**src/rtl/mult_share_arbiter.sv**
```systemverilog
// Round-robin arbiter that feeds one shared sign-magnitude multiplier pipeline
// and routes each product back to the requester that issued it.
module mult_share_arbiter #(
    parameter int unsigned NUM_REQ    = 4,
    parameter int unsigned DATA_WIDTH = 16,
    parameter int unsigned PIPE_LAT   = 2
) (
    input  logic                               clk,
    input  logic                               rst,
    input  logic [NUM_REQ-1:0]                 i_req_valid,
    input  logic [NUM_REQ*DATA_WIDTH-1:0]      i_req_a,
    input  logic [NUM_REQ*DATA_WIDTH-1:0]      i_req_b,
    output logic [NUM_REQ-1:0]                 o_req_ready,
    input  logic                               i_hold,
    output logic                               o_issue_valid,
    output logic [DATA_WIDTH-2:0]              o_mag_a,
    output logic [DATA_WIDTH-2:0]              o_mag_b,
    output logic                               o_sign,
    input  logic [31:0]                        i_result,
    output logic [NUM_REQ-1:0]                 o_res_valid,
    output logic [31:0]                        o_res_data,
    output logic [$clog2(PIPE_LAT+2)-1:0]      o_inflight
);

    localparam int unsigned TAG_W = $clog2(NUM_REQ);
    localparam int unsigned MAG_W = DATA_WIDTH - 1;
    localparam int unsigned INF_W = $clog2(PIPE_LAT + 2);

    logic [TAG_W-1:0]      last;
    logic [TAG_W-1:0]      cand;
    logic [TAG_W-1:0]      grant_idx;
    logic                  grant_any;
    logic [DATA_WIDTH-1:0] sel_a;
    logic [DATA_WIDTH-1:0] sel_b;
    logic [MAG_W-1:0]      mag_a_c;
    logic [MAG_W-1:0]      mag_b_c;
    logic                  sign_c;
    logic [TAG_W-1:0]      issue_tag;
    logic [PIPE_LAT-1:0]   stage_vld;
    logic [TAG_W-1:0]      stage_tag [PIPE_LAT];
    logic                  deliver;

    // Round-robin search starting just after the last granted requester.
    always_comb begin
        cand        = last;
        grant_idx   = last;
        grant_any   = 1'b0;
        o_req_ready = '0;
        if (!rst && !i_hold) begin
            for (int unsigned off = 1; off <= NUM_REQ; off++) begin
                cand = TAG_W'((32'(last) + off) % NUM_REQ);
                if (!grant_any && i_req_valid[cand]) begin
                    grant_any = 1'b1;
                    grant_idx = cand;
                end
            end
        end
        if (grant_any) o_req_ready[grant_idx] = 1'b1;
    end

    // Negative-zero operands must come out as +0, so a zero magnitude kills the sign.
    always_comb begin
        sel_a   = i_req_a[32'(grant_idx)*DATA_WIDTH +: DATA_WIDTH];
        sel_b   = i_req_b[32'(grant_idx)*DATA_WIDTH +: DATA_WIDTH];
        mag_a_c = sel_a[MAG_W-1:0];
        mag_b_c = sel_b[MAG_W-1:0];
        sign_c  = (sel_a[DATA_WIDTH-1] ^ sel_b[DATA_WIDTH-1]) & (|mag_a_c) & (|mag_b_c);
    end

    always_ff @(posedge clk) begin
        if (rst) begin
            o_issue_valid <= 1'b0;
            o_mag_a       <= '0;
            o_mag_b       <= '0;
            o_sign        <= 1'b0;
            issue_tag     <= '0;
            last          <= TAG_W'(NUM_REQ - 1);
        end else begin
            o_issue_valid <= grant_any;
            if (grant_any) begin
                o_mag_a   <= mag_a_c;
                o_mag_b   <= mag_b_c;
                o_sign    <= sign_c;
                issue_tag <= grant_idx;
                last      <= grant_idx;
            end
        end
    end

    // Tag shadow pipeline, aligned with the datapath latency.
    always_ff @(posedge clk) begin
        if (rst) begin
            stage_vld <= '0;
            for (int i = 0; i < PIPE_LAT; i++) stage_tag[i] <= '0;
        end else begin
            stage_vld[0] <= o_issue_valid;
            stage_tag[0] <= issue_tag;
            for (int i = 1; i < PIPE_LAT; i++) begin
                stage_vld[i] <= stage_vld[i-1];
                stage_tag[i] <= stage_tag[i-1];
            end
        end
    end

    assign deliver = stage_vld[PIPE_LAT-1];

    // The count drops on the same edge that raises the result strobe.
    always_ff @(posedge clk) begin
        if (rst) begin
            o_res_valid <= '0;
            o_res_data  <= '0;
            o_inflight  <= '0;
        end else begin
            o_res_valid <= '0;
            if (deliver) begin
                o_res_valid[stage_tag[PIPE_LAT-1]] <= 1'b1;
                o_res_data <= i_result;
            end
            case ({grant_any, deliver})
                2'b10:   o_inflight <= o_inflight + INF_W'(1);
                2'b01:   o_inflight <= o_inflight - INF_W'(1);
                default: o_inflight <= o_inflight;
            endcase
        end
    end

endmodule

```
**config.mk**
```make
export PLATFORM = sky130hd
export DESIGN_NAME = mult_share_arbiter
export DESIGN_NICKNAME = d
export VERILOG_FILES = /design/src/rtl/mult_share_arbiter.sv
export SDC_FILE = /design/constraint.sdc
export NUM_CORES = 1
export LEC_CHECK = 0
export BUFFER_PORTS_ARGS = -buffer_cell sky130_fd_sc_hd__buf_2
export CAP_MARGIN = 20
export CORE_MARGIN = 2
export CORE_UTILIZATION = 35
export CTS_BUF_LIST = sky130_fd_sc_hd__clkbuf_8
export CTS_CLUSTER_DIAMETER = 50
export DETAILED_ROUTE_END_ITERATION = 7
export GPL_TIMING_DRIVEN = 0
export PLACE_DENSITY_LB_ADDON = 0.25
export SLEW_MARGIN = 20
export SYNTH_ARGS = -nofsm -noshare
export SYNTH_HDL_FRONTEND = slang
export SYNTH_SLANG_ARGS = --single-unit
export TNS_END_PERCENT = 1
```
**constraint.sdc**
```tcl
create_clock -name clk -period 2.6 [get_ports clk]
set_input_delay 0.39 -clock clk [delete_from_list [all_inputs] [get_ports clk]]
set_output_delay 0.39 -clock clk [all_outputs]
set_load 0.02 [all_outputs]
```
# After elaboration in Yosys (flattened, before gate mapping)

Memories as Yosys holds them, arrays and structs flattened.
Index checks and enable logic that the tools add are counted.

Memories kept: 1
Register bits: 76
Logic and storage cells: 82
Memory bits (writable): 4
Output and inout port bits: 74
Bits in read-only memories: 0
Latch bits: 0

Mux-type cells: 32
Reduce and logical (&&, ||, !) cells: 15
Equality and inequality tests: 2
Order comparisons: 8
Divide/modulo/power cells: 0
Add/subtract/negate cells: 6
Bitwise operators: 6
Multipliers: 0
Shift operators: 2

Memories:

| name      | words | bits a word | read ports | clocked after memory_dff | write ports | line | text |
|---|---|---|---|---|---|---|---|
| stage_tag | 2     | 2           | 2          | 0                        | 2           | 40   | `logic [TAG_W-1:0] stage_tag [PIPE_LAT];` |

Operators with widths:

| operator                                                                            | number |
|---|---|
| 64-bit by 7-bit indexed part select with 16-bit output                              | 2 |
| 15-bit OR reduction                                                                 | 2 |
| 2-bit by 3-bit < comparator with 1-bit output, second input constant                | 6 |
| 1-bit two-way mux                                                                   | 17 |
| 2-bit two-way mux                                                                   | 7 |
| 1-bit binary-select mux with 2-bit select                                           | 4 |
| 2-bit by 1-bit adder with 2-bit output, second input constant                       | 3 |
| 1-bit logical AND                                                                   | 6 |
| 1-bit logical NOT                                                                   | 5 |
| 2-bit adder, second input constant                                                  | 2 |
| 1-bit demux with 2-bit select                                                       | 2 |
| 2-bit by 1-bit greater-or-equal comparator with 1-bit output, second input constant | 2 |
| 4-bit two-way mux                                                                   | 1 |
| 2-bit one-hot mux with 2 select lines                                               | 1 |
| 1-bit bitwise AND                                                                   | 2 |
| 2-bit by 1-bit equality test with 1-bit output, second input constant               | 1 |
| 2-bit equality test, second input constant                                          | 1 |
| 1-bit bitwise OR                                                                    | 2 |
| 2-bit nonzero test                                                                  | 1 |
| 2-bit OR reduction                                                                  | 1 |
| 2-bit by 1-bit subtractor with 2-bit output, second input constant                  | 1 |
| 1-bit NOT                                                                           | 1 |
| 1-bit XOR                                                                           | 1 |

# Depth between registers and ports, before layout

Gate-level depths: netlist of run 1.

Depth after elaboration: 22
Mapped depth: 14
Mapped depth without buffers: 9

# Worst setup path before layout of run 1

OpenSTA, ideal clock, no wires.

Path type: register to output
From: register last[0]
To: output o_req_ready[3]
Path slack: -524 ps
Arrival: 2734 ps
Required time: 2210 ps
Cell stages (with the launch flop): 11
Path through: dfxtp_1 -> buf_6 -> and3b_1 -> nor2_1 -> or3_1 -> a21oi_1 -> o32ai_1 -> buf_2 -> buf_1 -> clkbuf_1 -> nor3b_1

Longest elaborated chain between the ends: 22

Ends and longest elaborated chain:

| what                                                                                                                                                       | line | text |
|---|---|---|
| from (decl)                                                                                                                                                | 29   | `logic [TAG_W-1:0] last;` |
| from (signal assigned)                                                                                                                                     | 77   | `last <= TAG_W'(NUM_REQ - 1);` |
| from (signal assigned)                                                                                                                                     | 85   | `last <= grant_idx;` |
| 2-bit by 1-bit adder with 2-bit output                                                                                                                     | 51   | `cand = TAG_W'((32'(last) + off) % NUM_REQ);` |
| 1-bit binary-select mux with 2-bit select                                                                                                                  | 52   | `if (!grant_any && i_req_valid[cand]) begin` |
| 1-bit two-way mux (not written as such)                                                                                                                    | 52   |  |
| 1-bit two-way mux                                                                                                                                          | 52   |  |
| 1-bit two-way mux                                                                                                                                          | 49   | `if (!rst && !i_hold) begin` |
| 1-bit logical NOT                                                                                                                                          | 52   |  |
| 1-bit logical AND                                                                                                                                          | 52   |  |
| 1-bit two-way mux                                                                                                                                          | 52   |  |
| [6 not listed]                                                                                                                                             | -    |  |
| 1-bit logical AND                                                                                                                                          | 52   |  |
| 2-bit two-way mux                                                                                                                                          | 52   |  |
| 2-bit two-way mux                                                                                                                                          | 49   |  |
| 2-bit by 3-bit < comparator with 1-bit output (not written as such) / 2-bit by 1-bit greater-or-equal comparator with 1-bit output (equally long branches) | 58   | `if (grant_any) o_req_ready[grant_idx] = 1'b1;` |
| 1-bit logical AND (not written as such)                                                                                                                    | 58   |  |
| 1-bit two-way mux (not written as such)                                                                                                                    | 58   |  |
| 1-bit demux with 2-bit select                                                                                                                              | 58   |  |
| 4-bit two-way mux *                                                                                                                                        | 58   |  |
| to (decl)                                                                                                                                                  | 13   | `output logic [NUM_REQ-1:0] o_req_ready,` |

Mark *: on every way between the ends. The rest lies on a longest branch, timed or not. The select of a mux whose other input is x is not followed.

# Worst setup path in the final report of run 1

From: register last[0]
To: output o_req_ready[1]

The elaborated chain is that of the path after synthesis.

==> results of run 1 <==
-- worst max-delay path, stage by stage (launching register included) --
cell and delay, ps:
dfxtp_4 370, and3b_1 200, a311o_1 310, a2111oi_4 370, xnor2_2 140, buf_6 150
buf_12 120, buf_8 110, buf_12 120, nor3_4 220, buf_6 150
-- area by class of cell --
class,instances,area (sq um)
clock buffer,11,151
clock inverter,5,63.8
inverter,4,15.0
tap,143,179
buffer,31,210
timing repair buffer,260,1410
sequential,80,1610
multi-input combinational,323,2500
fill,1084,5430
-- final timing paths --
path,endpoint,slack (ps)
max reg2reg,o_sign$_SDFFE_PP0P_,-380
max,o_req_ready[1],-380
min,o_res_data[10]$_SDFFE_PP0P_,290
min reg2reg,stage_tag[0][2]$_SDFF_PP0_,440
-- per-layer routing --
metal	GRT usage [%]	routed length, um
met3	5.21	869
met1	23.4	5520
met4	5.77	210
met5	0	0
met2	36.6	6730
-- cells in the final DEF (no fill, tap or decap), drive strengths merged, types with 19 or more instances in the layout --
| cell | count |
|---|---|
| buf | 272 |
| mux2i | 98 |
| dfxtp | 80 |
| nor2 | 42 |
| nand2 | 36 |
| nand3b | 31 |
| o21ai | 31 |
| clkbuf | 30 |
| mux2 | 19 |
-- timing repair --
item                                   in CTS  in global routing
endpoints found under the hold margin       0                  0
setup endpoints to repair                  27                 27
pin swaps                                   8                  3
setup buffers                              18                  3
gates resized for setup                    30                 16
-- Yosys cell counts, drive strengths merged, types with 7 or more instances --
library cell  number
mux2i             98
clkbuf            20
a21oi              7
buf               13
o21ai             31
mux2              19
nor2              42
nor4               7
nor2b              7
nand3b            31
dfxtp             80
nand2             36
-- logic make-up after synthesis --
group,after synthesis
simple gates,146
mux,117
xor+xnor,7
compound gates,52
fa+ha+maj,1
buf+inv,37
flops,80
-- registers in the layout (all words and copies together) (netlist names) --
name,cells
o_res_valid,4
issue_tag,2
stage_vld,2
o_issue_valid,1
o_sign,1
o_mag_a,15
last,2
stage_tag,4
o_res_data,32
o_inflight,2
o_mag_b,15
-- power breakdown --
group          switching (mW)  internal [mW]  leakage, nW
Sequential             0.0517           1.32        0.654
Combinational           0.650          0.626         2.13
Clock                   0.462          0.503        0.106
==> impl_metrics.tcl, run 1 <==
set metrics [dict create \
    status "finished with violations" \
    violations "setup timing" \
    cts-htree-levels 3 \
    fin_crit_ps 2980 \
    syn2layout_area_growth_pct 46.4 \
    insertion_delay_ps 340 \
    rsz0062_at_grt "true" \
    cp_data_required_time_ps 2210 \
    cp-startpoint "last[0]$_SDFFE_PP1P_" \
    worstPathArrival_ps 2590 \
    drive_gt1_share_pct 46.1 \
    grt_max_degree 15 \
    holdCritPathClass "in -> reg" \
    num_vias 4249 \
    worstHoldStart "i_result[10]" \
    grt_pass1_vias 4313 \
    port_buffers 239 \
    synth-adder-area-share_pct 0.299 \
    rr_worst_depth 11 \
    fin_nets 877 \
    globalplace.congestion 0.922 \
    fin_crit_sh_pct 115 \
    numCtsBuffers 9 \
    max_freq_mhz 335 \
    whs_path_depth 3 \
    syn_nets 608 \
    fin_hold_ws_ps 293 \
    fin_ws_ps -382 \
    syn_area_sq_um 4190 \
    synth.distinct_cells 48 \
    antenna_found_initial 0 \
    clock_sinks 80 \
    drt_iter0_drc 146 \
    yosys.area_share.xor_xnor_pct 1.64 \
    grt.total_usage_pct 20.2 \
    grt_first_pass_wirelength_um 20800 \
    clock-root-buffer "clkbuf_8" \
    die-height_um 113 \
    drt_first_pass_iters 4 \
    yosys_register_bits 80 \
    leakagePower_nw 2.89 \
    insertedDiodeCount 0 \
    initial_utilization_pct 36.2 \
    slew_headroom_pct 53.2 \
    dpl_cell_area_sq_um 5640 \
    cts_buffer_depth 2 \
    maxSlewViolCount 0 \
    wl_per_cell_um 15.6 \
    crit-reg2reg-launch "last[0]$_SDFFE_PP1P_" \
    drcViolationCount 0 \
    synth_enable_flop_cells 0 \
    ys_warn_count 0 \
    tns_ps -3080 \
    rows 39 \
    critPathLaunchType "register" \
    power_density_nw_per_um2 588 \
    ant_nets 0 \
    vias_per_cell 4.96 \
    drt_wl_total_um 13300 \
    clkTransAtPathRegs_ps 80 \
    grt_overflow 0 \
    die_area_sq_um 12900 \
    synth_compound_area_share_pct 7.91 \
    async_flop_share_pct 0 \
    synthSimpleGateAreaFrac_pct 18.8 \
    fin_cells 857 \
    core-area_sq_um 11600 \
    cts_hold_buffers 0 \
    cap_violations 0 \
    power.total_mw 3.61 \
    yosysTopAreaCell "dfxtp_1" \
    final_area_sq_um 6130 \
    cts_tree "done" \
    post-place-ws_ps -863 \
    fin_worst_skew_ps 12.4 \
    ir_drop_mv 0.292 \
    avgSynthCellArea_sq_um 9.53 \
    synthTopCellsByArea "dfxtp_1, mux2i_1, nand3b_1" \
    end_kind "primary output" \
    io_pins 241 \
    yosys.area.top_type_share_pct 38.2 \
    synth_ff_type "dfxtp_1" \
    place_inst 822 \
    netlist_instances 440 \
    path_class "reg -> out" \
    finalHoldViolCount 0 \
    final_core_util_pct 53.0 \
    critPathMaxFanout 5 \
    dieWidth_um 113 \
    synth_top_family_by_area "multiplexers" \
    muxShareOfSynthArea_pct 28.5 \
    tightest_slew_ps 701 \
    synth-seq-area-share_pct 38.2 \
    setup_viol 14 \
    place_hpwl_um 10500 \
]
(Power assumes the default switching activity.)
==> inputs of run 2 (changes only) <==
CORE_UTILIZATION = 41   (was 35)
GPL_ROUTABILITY_DRIVEN = 0   (was unset)
REMOVE_ABC_BUFFERS = 1   (was unset)
==> run 2 against run 1 <==
The flow still finishes with violations (setup timing). Clock skew rose by 3.2 ps. Register-to-register slack got worse by 70 ps. Die area fell by 14%. Count of clock-buffer cells in the layout fell by 2. Wire length fell by 13%. Critical path depth rose by 3. Design area fell by 1.2%. Non-clock buffer count fell by 24. Critical endpoint is now o_sign$_SDFFE_PP0P_.
==> impl_metrics.tcl, run 2 (synthesis gave the netlist of run 1 again) <==
set metrics [dict create \
    cts_hold_buffers 0 \
    finalHoldViolCount 0 \
    grt_max_degree 80 \
    cp_data_required_time_ps 2830 \
    end_kind "register" \
    final_core_util_pct 61.4 \
    ant_nets 0 \
    ff_latch_area_sq_um 1610 \
    critPathMaxFanout 12 \
    fin_worst_skew_ps 15.6 \
    clock-root-buffer "clkbuf_8" \
    place_inst 788 \
    largest_register_ffs 32 \
    violations "setup timing" \
    initial_utilization_pct 42.5 \
    rows 36 \
    antenna_found_initial 1 \
    path_class "in -> reg" \
    cts_tree "done" \
    wl_per_cell_um 14.1 \
    ir_drop_mv 0.324 \
    fin_cells 823 \
    die-height_um 105 \
    num_vias 4055 \
    slew_headroom_pct 61.6 \
    max_freq_mhz 325 \
    dieWidth_um 105 \
    tightest_slew_ps 576 \
    worstPathArrival_ps 3310 \
    grt_first_pass_wirelength_um 18800 \
    grt.total_usage_pct 20.9 \
    insertedDiodeCount 0 \
    core-area_sq_um 9860 \
    nFillCells 875 \
    numCtsBuffers 9 \
    drt_iter0_drc 113 \
    drt_wl_total_um 11600 \
    drcViolationCount 0 \
    drive_gt1_share_pct 47.0 \
    holdCritPathClass "in -> reg" \
    fin_ws_ps -478 \
    vias_per_cell 4.93 \
    leakagePower_nw 2.82 \
    top_register "o_res_data" \
    status "finished with violations" \
    grt_pass1_vias 4013 \
    maxSlewViolCount 0 \
    clock_sinks 80 \
    fin_crit_ps 3080 \
    reg_top3 "o_res_data (32), o_mag_a (15), o_mag_b (15)" \
    multi_input_area_sq_um 2480 \
    cts_buffer_depth 2 \
    mostFrequentLayoutCells "buf_2, mux2i_1, dfxtp_1" \
    syn2layout_area_growth_pct 44.6 \
    rsz0062_at_grt "true" \
    place_hpwl_um 8700 \
    fin_nets 853 \
    grt_overflow 0 \
    die_area_sq_um 11000 \
    io_pins 241 \
    port_buffers 240 \
    critPathLaunchType "primary input" \
    final_common_cell "buf_2" \
    fin_crit_sh_pct 118 \
    power_density_nw_per_um2 585 \
    cap_violations 0 \
    drt_first_pass_iters 4 \
    tns_ps -3460 \
    clkTransAtPathRegs_ps 90 \
    insertion_delay_ps 340 \
    setup_viol 16 \
    cts-htree-levels 3 \
]
run 2: changes by cell type in the layout (fill, tap and decap cells not counted), sizes merged:
cell,before,now
buf,272,267
clkbuf,30,9
clkinvlp,1,3
run 2: area by class of cell:
type	instances	share of cell area, %
clock buffer	9	2.04
clock inverter	7	1.30
inverter	4	0.351
multi-input combinational	323	41.0
sequential	80	26.5
tap	133	2.75
timing repair buffer	267	26.1
run 2: layer usage:
metal / part of all wire, % / track usage [%] / up-vias
li1: - / - / 2062
met1: 41 / 23.5 / 1859
met2: 52 / 38.6 / 110
met3: 4.9 / 4.74 / 22
met4: 2.1 / 6.76 / 2
met5: 0.094 / 0 / -
run 2: worst paths after layout:
kind | startpoint | endpoint | slack, ps | cells past startpoint
worst min-delay path | i_result[16] | o_res_data[16]$_SDFFE_PP0P_ | 280 | 3
worst max register to register | last[0]$_SDFFE_PP1P_ | o_sign$_SDFFE_PP0P_ | -450 | 12
worst max-delay path | i_req_valid[0] | o_sign$_SDFFE_PP0P_ | -480 | 13
worst min register to register | stage_tag[0][0]$_SDFF_PP0_ | stage_tag[0][2]$_SDFF_PP0_ | 430 | 1
run 2: timing repair:
item	in CTS	in global routing
cloned	1	0
buffers inserted	17	1
pin swaps	6	1
gates resized for setup	25	4
endpoints found under the setup margin	37	29
run 2: per-stage QoR:
stage / worst slack (ps) / area [sq um] / hold slack, ps / power [mW]
finish: -478 / 6060 / 278 / 3.54
global route: -606 / 6060 / 256 / 3.74
global placement: -5500 / 5380 / 422 / 2.43
detailed placement: -1240 / 5610 / 423 / 2.50
floorplan: -2900 / 4010 / 414 / 2.09
CTS: -440 / 6040 / 256 / 3.57
run 2: critical path: stages:
cell	delay [ps]
buf_2	140
or4b_1	580
o31ai_4	310
a2111oi_4	90
buf_4	170
xnor2_4	230
buf_6	160
buf_16	140
mux2i_1	180
mux2i_1	120
or4_1	560
nor3_2	140
o31ai_1	80
run 2: power breakdown:
| group | switching (mW) | internal [mW] |
|---|---|---|
| Clock | 0.482 | 0.454 |
| Sequential | 0.0523 | 1.32 |
| Combinational | 0.602 | 0.639 |
| Total | 1.14 | 2.41 |
==> inputs of run 3 (changes only) <==
CORE_ASPECT_RATIO = 1.25   (was unset)
==> run 3 against run 2 <==
The run still ends with setup timing left. First-iteration DRC count grew 2.7%. Non-clock buffer count grew 8. Worst hold slack lost 5.5 ps. Combinational power grew 15%. Clock skew grew 2.0 ps. Via count grew 4.1%. Sequential power is essentially flat. Sequential share of layout area shrank 0.89 points. Critical path type unchanged. Largest power group is now combinational logic.
==> impl_metrics.tcl, run 3 (synthesis gave the netlist of run 1 again) <==
set metrics [dict create \
    status "finished with violations" \
    violations "setup timing" \
    finalHoldViolCount 0 \
    dieWidth_um 94.4 \
    power.total_mw 3.66 \
    maxSlewViolCount 0 \
    initial_utilization_pct 41.9 \
    fin_nets 861 \
    cp_data_required_time_ps 2850 \
    insertion_delay_ps 360 \
    rr_worst_depth 12 \
    top_register "o_res_data" \
    insertedDiodeCount 0 \
    leakagePower_nw 2.93 \
    tns_ps -2200 \
    io_pins 241 \
    core-area_sq_um 10000 \
    power_density_nw_per_um2 583 \
    dr.max_layer_used "met4" \
    numCtsBuffers 9 \
    num_vias 4223 \
    critPathMaxFanout 8 \
    fin_crit_ps 3030 \
    cts_hold_buffers 0 \
    grt_pass1_vias 4107 \
    antenna_found_initial 0 \
    grt_max_degree 80 \
    nFillCells 855 \
    r2r_end "o_sign$_SDFFE_PP0P_" \
    place_hpwl_um 9290 \
    drt_iter0_drc 116 \
    tightest_slew_ps 529 \
    wl_met3_um 1040 \
    hold_end "o_res_data[29]$_SDFFE_PP0P_" \
    clkTransAtPathRegs_ps 90 \
    drt_first_pass_iters 4 \
    drive_gt1_share_pct 49.1 \
    critPathLaunchType "primary input" \
    ant_nets 0 \
    wl_met1_um 4920 \
    cts_tree "done" \
    wl_per_cell_um 15.5 \
    syn2layout_area_growth_pct 49.6 \
    worstPathArrival_ps 3270 \
    setup_viol 12 \
    path_class "in -> reg" \
    cts-htree-levels 3 \
    fin_ws_ps -427 \
    slew_headroom_pct 64.8 \
    die-height_um 117 \
    vias_per_cell 5.11 \
    ir_drop_mv 0.257 \
    fin_crit_sh_pct 116 \
    largest_register_ffs 32 \
    grt_overflow 0 \
    fin_worst_skew_ps 17.6 \
    holdCritPathClass "in -> reg" \
    rows 41 \
    grt_first_pass_wirelength_um 19000 \
    crit-reg2reg-launch "last[0]$_SDFFE_PP1P_" \
    whs_path_depth 3 \
    grt.total_usage_pct 22.2 \
    clock_sinks 80 \
    die_area_sq_um 11100 \
    cts_buffer_depth 2 \
    drt_wl_total_um 12800 \
    clock-root-buffer "clkbuf_8" \
    worst-r2r-setup-slack_ps -420 \
    end_kind "register" \
    reg_top3 "o_res_data (32), o_mag_a (15), o_mag_b (15)" \
    max_freq_mhz 330 \
    port_buffers 240 \
    worstHoldStart "i_result[29]" \
    rsz0062_at_grt "true" \
    mostFrequentLayoutCells "buf_2, mux2i_1, dfxtp_1" \
    wl_met2_um 6610 \
    final_common_cell "buf_2" \
    drcViolationCount 0 \
    cap_violations 0 \
]
## run 3: per-layer routing
metal  vias up  GRT usage [%]
li1       2079              -
met1      1946           24.1
met2       183           40.9
met3        15           5.63
met4         0           9.08
met5         -              0
## run 3: metrics by stage
stage | hold slack, ps | instance area [sq um] | util (%) | cells | worst slack, ps
2_1_floorplan | 414 | 4010 | - | 407 | -2900
3_3_place_gp | 417 | 5380 | 53.7 | 776 | -5760
3_5_place_dp | 424 | 5570 | 55.7 | 783 | -1300
4_1_cts | 250 | 6090 | 60.9 | 819 | -384
5_1_grt | 258 | 6270 | 62.7 | 827 | -526
6_report | 273 | 6270 | 62.7 | 827 | -427
## run 3: repair_timing
item                       4_1_cts  5_1_grt
buffers inserted                17        7
setup endpoints to repair       38       20
gates cloned                     3        1
resized for setup               32       26
pin swaps                        8        7
## run 3: power breakdown
group | switching (mW) | internal, mW
logic | 0.669 | 0.751
clock network | 0.502 | 0.366
registers | 0.0518 | 1.32
total | 1.22 | 2.43
## run 3: worst max path at each step
stage / startpoint / end
6_report: i_req_valid[0] / o_sign$_SDFFE_PP0P_
5_1_grt: last[0]$_SDFFE_PP1P_ / o_sign$_SDFFE_PP0P_
4_1_cts: last[0]$_SDFFE_PP1P_ / o_sign$_SDFFE_PP0P_
3_5_place_dp: i_req_valid[0] / o_sign$_SDFFE_PP0P_
3_3_place_gp: rst / o_sign$_SDFFE_PP0P_
2_1_floorplan: last[0]$_SDFFE_PP1P_ / o_sign$_SDFFE_PP0P_
## run 3: layout make-up
cell class	count	area, sq um	area share, %
Clock inverter	7	63.8	1.02
Inverter	4	23.8	0.379
Clock buffer	9	124	1.98
Multi-Input combinational cell	323	2570	41.0
Sequential cell	80	1610	25.6
Tap cell	129	161	2.57
Timing Repair Buffer	275	1720	27.5
## run 3: worst max-delay path, stage by stage
cell	delay [ps]
buf_2	150
or4b_4	550
o31ai_4	300
a2111oi_4	80
buf_4	170
xnor2_4	180
buf_6	140
buf_16	130
mux2i_1	250
mux2i_2	140
or4_4	540
nor3_4	170
o31ai_2	80
